**config.mk**
```make
export PLATFORM = sky130hd
export DESIGN_NAME = edge_pulse_array
export DESIGN_NICKNAME = d
export VERILOG_FILES = /design/src/rtl/edge_pulse_array.sv
export SDC_FILE = /design/constraint.sdc
export NUM_CORES = 1
export LEC_CHECK = 0
export CELL_PAD_IN_SITES_DETAIL_PLACEMENT = 0
export CELL_PAD_IN_SITES_GLOBAL_PLACEMENT = 1
export CORE_AREA = 2 2 39 41
export DETAILED_ROUTE_END_ITERATION = 8
export DIE_AREA = 0 0 41 43
export GPL_ROUTABILITY_DRIVEN = 0
export PLACE_DENSITY = 0.4
export SLEW_MARGIN = 20
export SYNTH_ARGS = -nofsm -noshare
export SYNTH_HDL_FRONTEND = slang
export SYNTH_SLANG_ARGS = --single-unit
```
**constraint.sdc**
```tcl
create_clock -name clk -period 1.1 [get_ports clk]
set_input_delay 0.22 -clock clk [delete_from_list [all_inputs] [get_ports clk]]
set_output_delay 0.22 -clock clk [all_outputs]
set_load 0.1 [all_outputs]
```
**src/rtl/edge_pulse_array.sv**
```systemverilog
// Multi-channel input conditioner: per channel a synchroniser, a debounce filter,
// an edge-to-pulse converter selected by edge_sel, and a sticky write-1-to-clear pending bit.
module edge_pulse_array #(
    parameter int CHANNELS        = 1,
    parameter int SYNC_STAGES     = 2,
    parameter int DEBOUNCE_CYCLES = 1
) (
    input  logic                clk,
    input  logic                rst,
    input  logic [CHANNELS-1:0] level,
    input  logic [1:0]          edge_sel,
    input  logic [CHANNELS-1:0] clr,
    output logic [CHANNELS-1:0] stable,
    output logic [CHANNELS-1:0] pulse,
    output logic [CHANNELS-1:0] pending,
    output logic                irq
);

    localparam int            CW       = $clog2(DEBOUNCE_CYCLES) + 1;
    localparam logic [CW-1:0] CNT_LAST = CW'(DEBOUNCE_CYCLES - 1);

    genvar gi;
    generate
        for (gi = 0; gi < CHANNELS; gi++) begin : g_ch
            logic [SYNC_STAGES-1:0] sync_reg;
            logic [CW-1:0]          cnt_reg;
            logic [CW-1:0]          cnt_next;
            logic                   stable_reg;
            logic                   stable_next;
            logic                   pulse_reg;
            logic                   pulse_next;
            logic                   pending_reg;
            logic                   pending_next;
            logic                   sync_out;

            assign sync_out = sync_reg[SYNC_STAGES-1];

            // A new level is accepted only after it has differed from stable on
            // DEBOUNCE_CYCLES consecutive edges; any return to stable restarts the count.
            always_comb begin
                cnt_next     = '0;
                stable_next  = stable_reg;
                pulse_next   = 1'b0;
                if (sync_out != stable_reg) begin
                    if (cnt_reg == CNT_LAST) begin
                        stable_next = sync_out;
                        pulse_next  = sync_out ? edge_sel[0] : edge_sel[1];
                    end else begin
                        cnt_next = cnt_reg + 1'b1;
                    end
                end
                // Set has priority over clear when both land on the same edge.
                pending_next = pulse_reg | (pending_reg & ~clr[gi]);
            end

            always_ff @(posedge clk or posedge rst) begin
                if (rst) begin
                    sync_reg    <= '0;
                    cnt_reg     <= '0;
                    stable_reg  <= 1'b0;
                    pulse_reg   <= 1'b0;
                    pending_reg <= 1'b0;
                end else begin
                    sync_reg    <= {sync_reg[SYNC_STAGES-2:0], level[gi]};
                    cnt_reg     <= cnt_next;
                    stable_reg  <= stable_next;
                    pulse_reg   <= pulse_next;
                    pending_reg <= pending_next;
                end
            end

            assign stable[gi]  = stable_reg;
            assign pulse[gi]   = pulse_reg;
            assign pending[gi] = pending_reg;
        end
    endgenerate

    assign irq = |pending;

endmodule

```
After elaboration in Yosys (flattened, before gate mapping)

Cells that the tools add are included.

Input port bits: 6
Logic and storage cells: 17
Output and inout bits: 4
Flip-flop bits (word level): 6

Muxes and demuxes: 5
Reduce and logical (&&, ||, !) cells: 1
Bitwise gates (word level): 4
Equality and inequality tests: 1
Add/sub/neg operators: 1

Operator list:

| cell                  | number |
|---|---|
| $mux W1               | 5 |
| $not A1 Y1            | 2 |
| $reduce_and A2 Y1     | 1 |
| $add A1 B1 Y1 const B | 1 |
| $and A1 B1 Y1         | 1 |
| $ne A1 B1 Y1          | 1 |
| $or A1 B1 Y1          | 1 |

Longest topological paths before layout

Depth after elaboration: 3
Gate-level depth with buffers: 2
Gate-level depth less buffers: 2

Least setup slack after synthesis

OpenSTA, ideal clock, no wires.

Path kind: reg-to-output
From: reg g_ch[0].pending_reg, in the netlist irq
To: out pending
Cell stages (with the launch flop): 2
Buffers on the path: 1
Arrival: 1340 ps
Slack: -460 ps
Required time: 880 ps
Path through: dfrtp_1 buf_4

RTL lines:

| item                     | RTL line | text |
|---|---|---|
| start: declaration       | 32       | `logic pending_reg;` |
| start signal: assignment | 68       | `pending_reg <= pending_next;` |
| end: declaration         | 15       | `output logic [CHANNELS-1:0] pending,` |

No word-level cell between the ends.

Final worst setup path

From: reg g_ch[0].pending_reg, in the netlist irq
To: out pending

No word-level cell between the ends.

==> results <==
## metal layers
metal / vias up / global-route usage / routed length (um)
met5: - / 0 / 0
li1: 62 / - / -
met2: 12 / 0.0625 / 118
met3: 0 / 0.0524 / 59
met4: 0 / 0.0400 / 0
met1: 54 / 0.0492 / 99
## placed cells by master, fill, tap and decap left out, types with 2 or more instances in the layout
master,n
buf_12,4
clkbuf_4,3
clkdlybuf4s50_1,5
dfrtp_1,2
dfrtp_2,2
inv_1,2
## cell type report
class / instances / area (um2)
Timing Repair Buffer: 9 / 130
Clock buffer: 4 / 26.3
Fill cell: 153 / 1040
Tap cell: 16 / 20.0
Multi-Input combinational cell: 4 / 27.5
Sequential cell: 5 / 131
Inverter: 2 / 7.51
## synth_stat cells (all sizes together)
cell type / number
nand2: 1
clkbuf: 1
nand3b: 1
inv: 2
buf: 1
a21o: 1
o21ai: 1
dfrtp: 5
## cells by family (layout without fill, tap and decap cells)
| kind of cell | after synthesis | after routing | share of synthesized area |
|---|---|---|---|
| flops | 5 | 5 | 0.730 |
| buf+inv | 4 | 15 | 0.110 |
| simple gates | 2 | 2 | 0.0657 |
| compound gates | 2 | 2 | 0.0949 |
## where the power goes
| part | switching, mW | internal [mW] |
|---|---|---|
| Sequential | 0.0148 | 0.201 |
| Clock | 0.0679 | 0.137 |
| Combinational | 0.107 | 0.0686 |
## metrics by stage
| stage | utilization | instance area, um2 | power, mW | hold slack, ns |
|---|---|---|---|---|
| 2_1_floorplan | - | 178 | 0.321 | -0.00160 |
| 3_3_place_gp | 0.229 | 317 | 0.395 | 0.341 |
| 3_5_place_dp | 0.229 | 317 | 0.395 | 0.339 |
| 4_1_cts | 0.248 | 343 | 0.612 | 0.172 |
| 5_1_grt | 0.248 | 343 | 0.639 | 0.197 |
| 6_report | 0.248 | 343 | 0.596 | 0.176 |
## how the worst max path moves through the flow
stage / start / endpoint / cells after the start
3_5_place_dp: clr / irq / 3
6_report: irq / pending / 1
3_3_place_gp: clr / irq / 3
4_1_cts: irq / pending / 1
2_1_floorplan: irq / pending / 1
5_1_grt: irq / pending / 1
==> impl_metrics.env <==
export IMPL_p_leak_nw=0.153
export IMPL_endpoint_kind="output port"
export IMPL_violations="negative setup slack"
export IMPL_slew_viol_final=0
export IMPL_tns_ns=-0.0740
export IMPL_gr_total_overflow=0
export IMPL_final_cells=40
export IMPL_cts_resized=0
export IMPL_viasPerCell=3.20
export IMPL_wl_um=277
export IMPL_post_cts_repair_setup_buffers=0
export IMPL_synth_top_area_cell="dfrtp_1"
export IMPL_layout_worst_path_cycle_share=1.03
export IMPL_drtPass1Iterations=2
export IMPL_die_area_mm2=0.00176
export IMPL_critPathArrivalTime_ns=0.92
export IMPL_cp_slowest_cell="dfrtp_4"
export IMPL_cpPeakStageDelay_ns=0.50
export IMPL_drc=0
export IMPL_synthTopCellsByArea="dfrtp_1, o21ai_2, a21o_1"
export IMPL_placement_io_buffers=9
export IMPL_ys_warnings_count=0
export IMPL_regToRegEndpoint="irq"
export IMPL_syn_inst=13
export IMPL_min_delay_path_class="in -> async"
export IMPL_required_ns=0.88
export IMPL_grt_max_degree=6
export IMPL_synth_cell_types=8
export IMPL_grt_pass1_vias=143
export IMPL_post_drt_wl_per_cell_um=6.93
export IMPL_power_density_mw_per_mm2=1740
export IMPL_core_area_mm2=0.00138
export IMPL_syn_to_final_growth_pct=100
export IMPL_largest_register_ffs=2
export IMPL_syn_area_um2=171
export IMPL_timing_final_ws_setup_ns=-0.0373
export IMPL_r2r_cells=1
export IMPL_io_pins=10
export IMPL_synth_seq_cells=5
export IMPL_fin_crit_ns=1.14
export IMPL_cts_buffers=3
export IMPL_slew_headroom=0.875
export IMPL_vias=128
export IMPL_ctsHoldBuffers=0
export IMPL_placedCellCount=36
export IMPL_worst_path_max_fanout=3
export IMPL_crit_family="flip-flops"
export IMPL_crit_chain="buf_12"
export IMPL_r2r_slack_ns=0.32
export IMPL_r2r_start="irq"
export IMPL_synth_seq_area_share=0.730
export IMPL_diodes=0
export IMPL_max_freq_mhz=879
export IMPL_ant_nets=0
export IMPL_fin_skew_ns=0.00227
export IMPL_worst_slew_pin_transition_ns=0.188
export IMPL_maxCapViolations=0
export IMPL_path_buf_inv=1
export IMPL_grt_setup_unrepaired="yes"
export IMPL_ir_drop_mv=0.569
export IMPL_rows=14
export IMPL_grt_usage=0.0515
export IMPL_status="finished with violations"
export IMPL_syn_nets=19
export IMPL_nNetsFinal=31
export IMPL_hold_viol_final=0
export IMPL_clockBufferDepth=2
export IMPL_root_buffer="clkbuf_4"
export IMPL_crit_type="reg -> out"
export IMPL_setup_viol=2
export IMPL_clock_sinks=5
export IMPL_cts_tree="yes"
export IMPL_drive_above_1_share=0.458
export IMPL_worst_setup_path_start_kind="register"
export IMPL_path_clk_slew_ns=0.04
export IMPL_clk_latency_ns=0.24
export IMPL_pre_cts_ws_ns=0.109
export IMPL_antenna_found_initial=0
export IMPL_initial_core_util=0.124
export IMPL_synth_top_area_share=0.730
export IMPL_dieWidth_um=41
export IMPL_drtIter0Drc=2
export IMPL_hpwl_um=244
export IMPL_die_h_um=43
export IMPL_grt_pass1_wl_um=545
export IMPL_synth_area_per_cell_um2=13.2
export IMPL_htreeDepth=1
(Power assumes the default switching activity.)
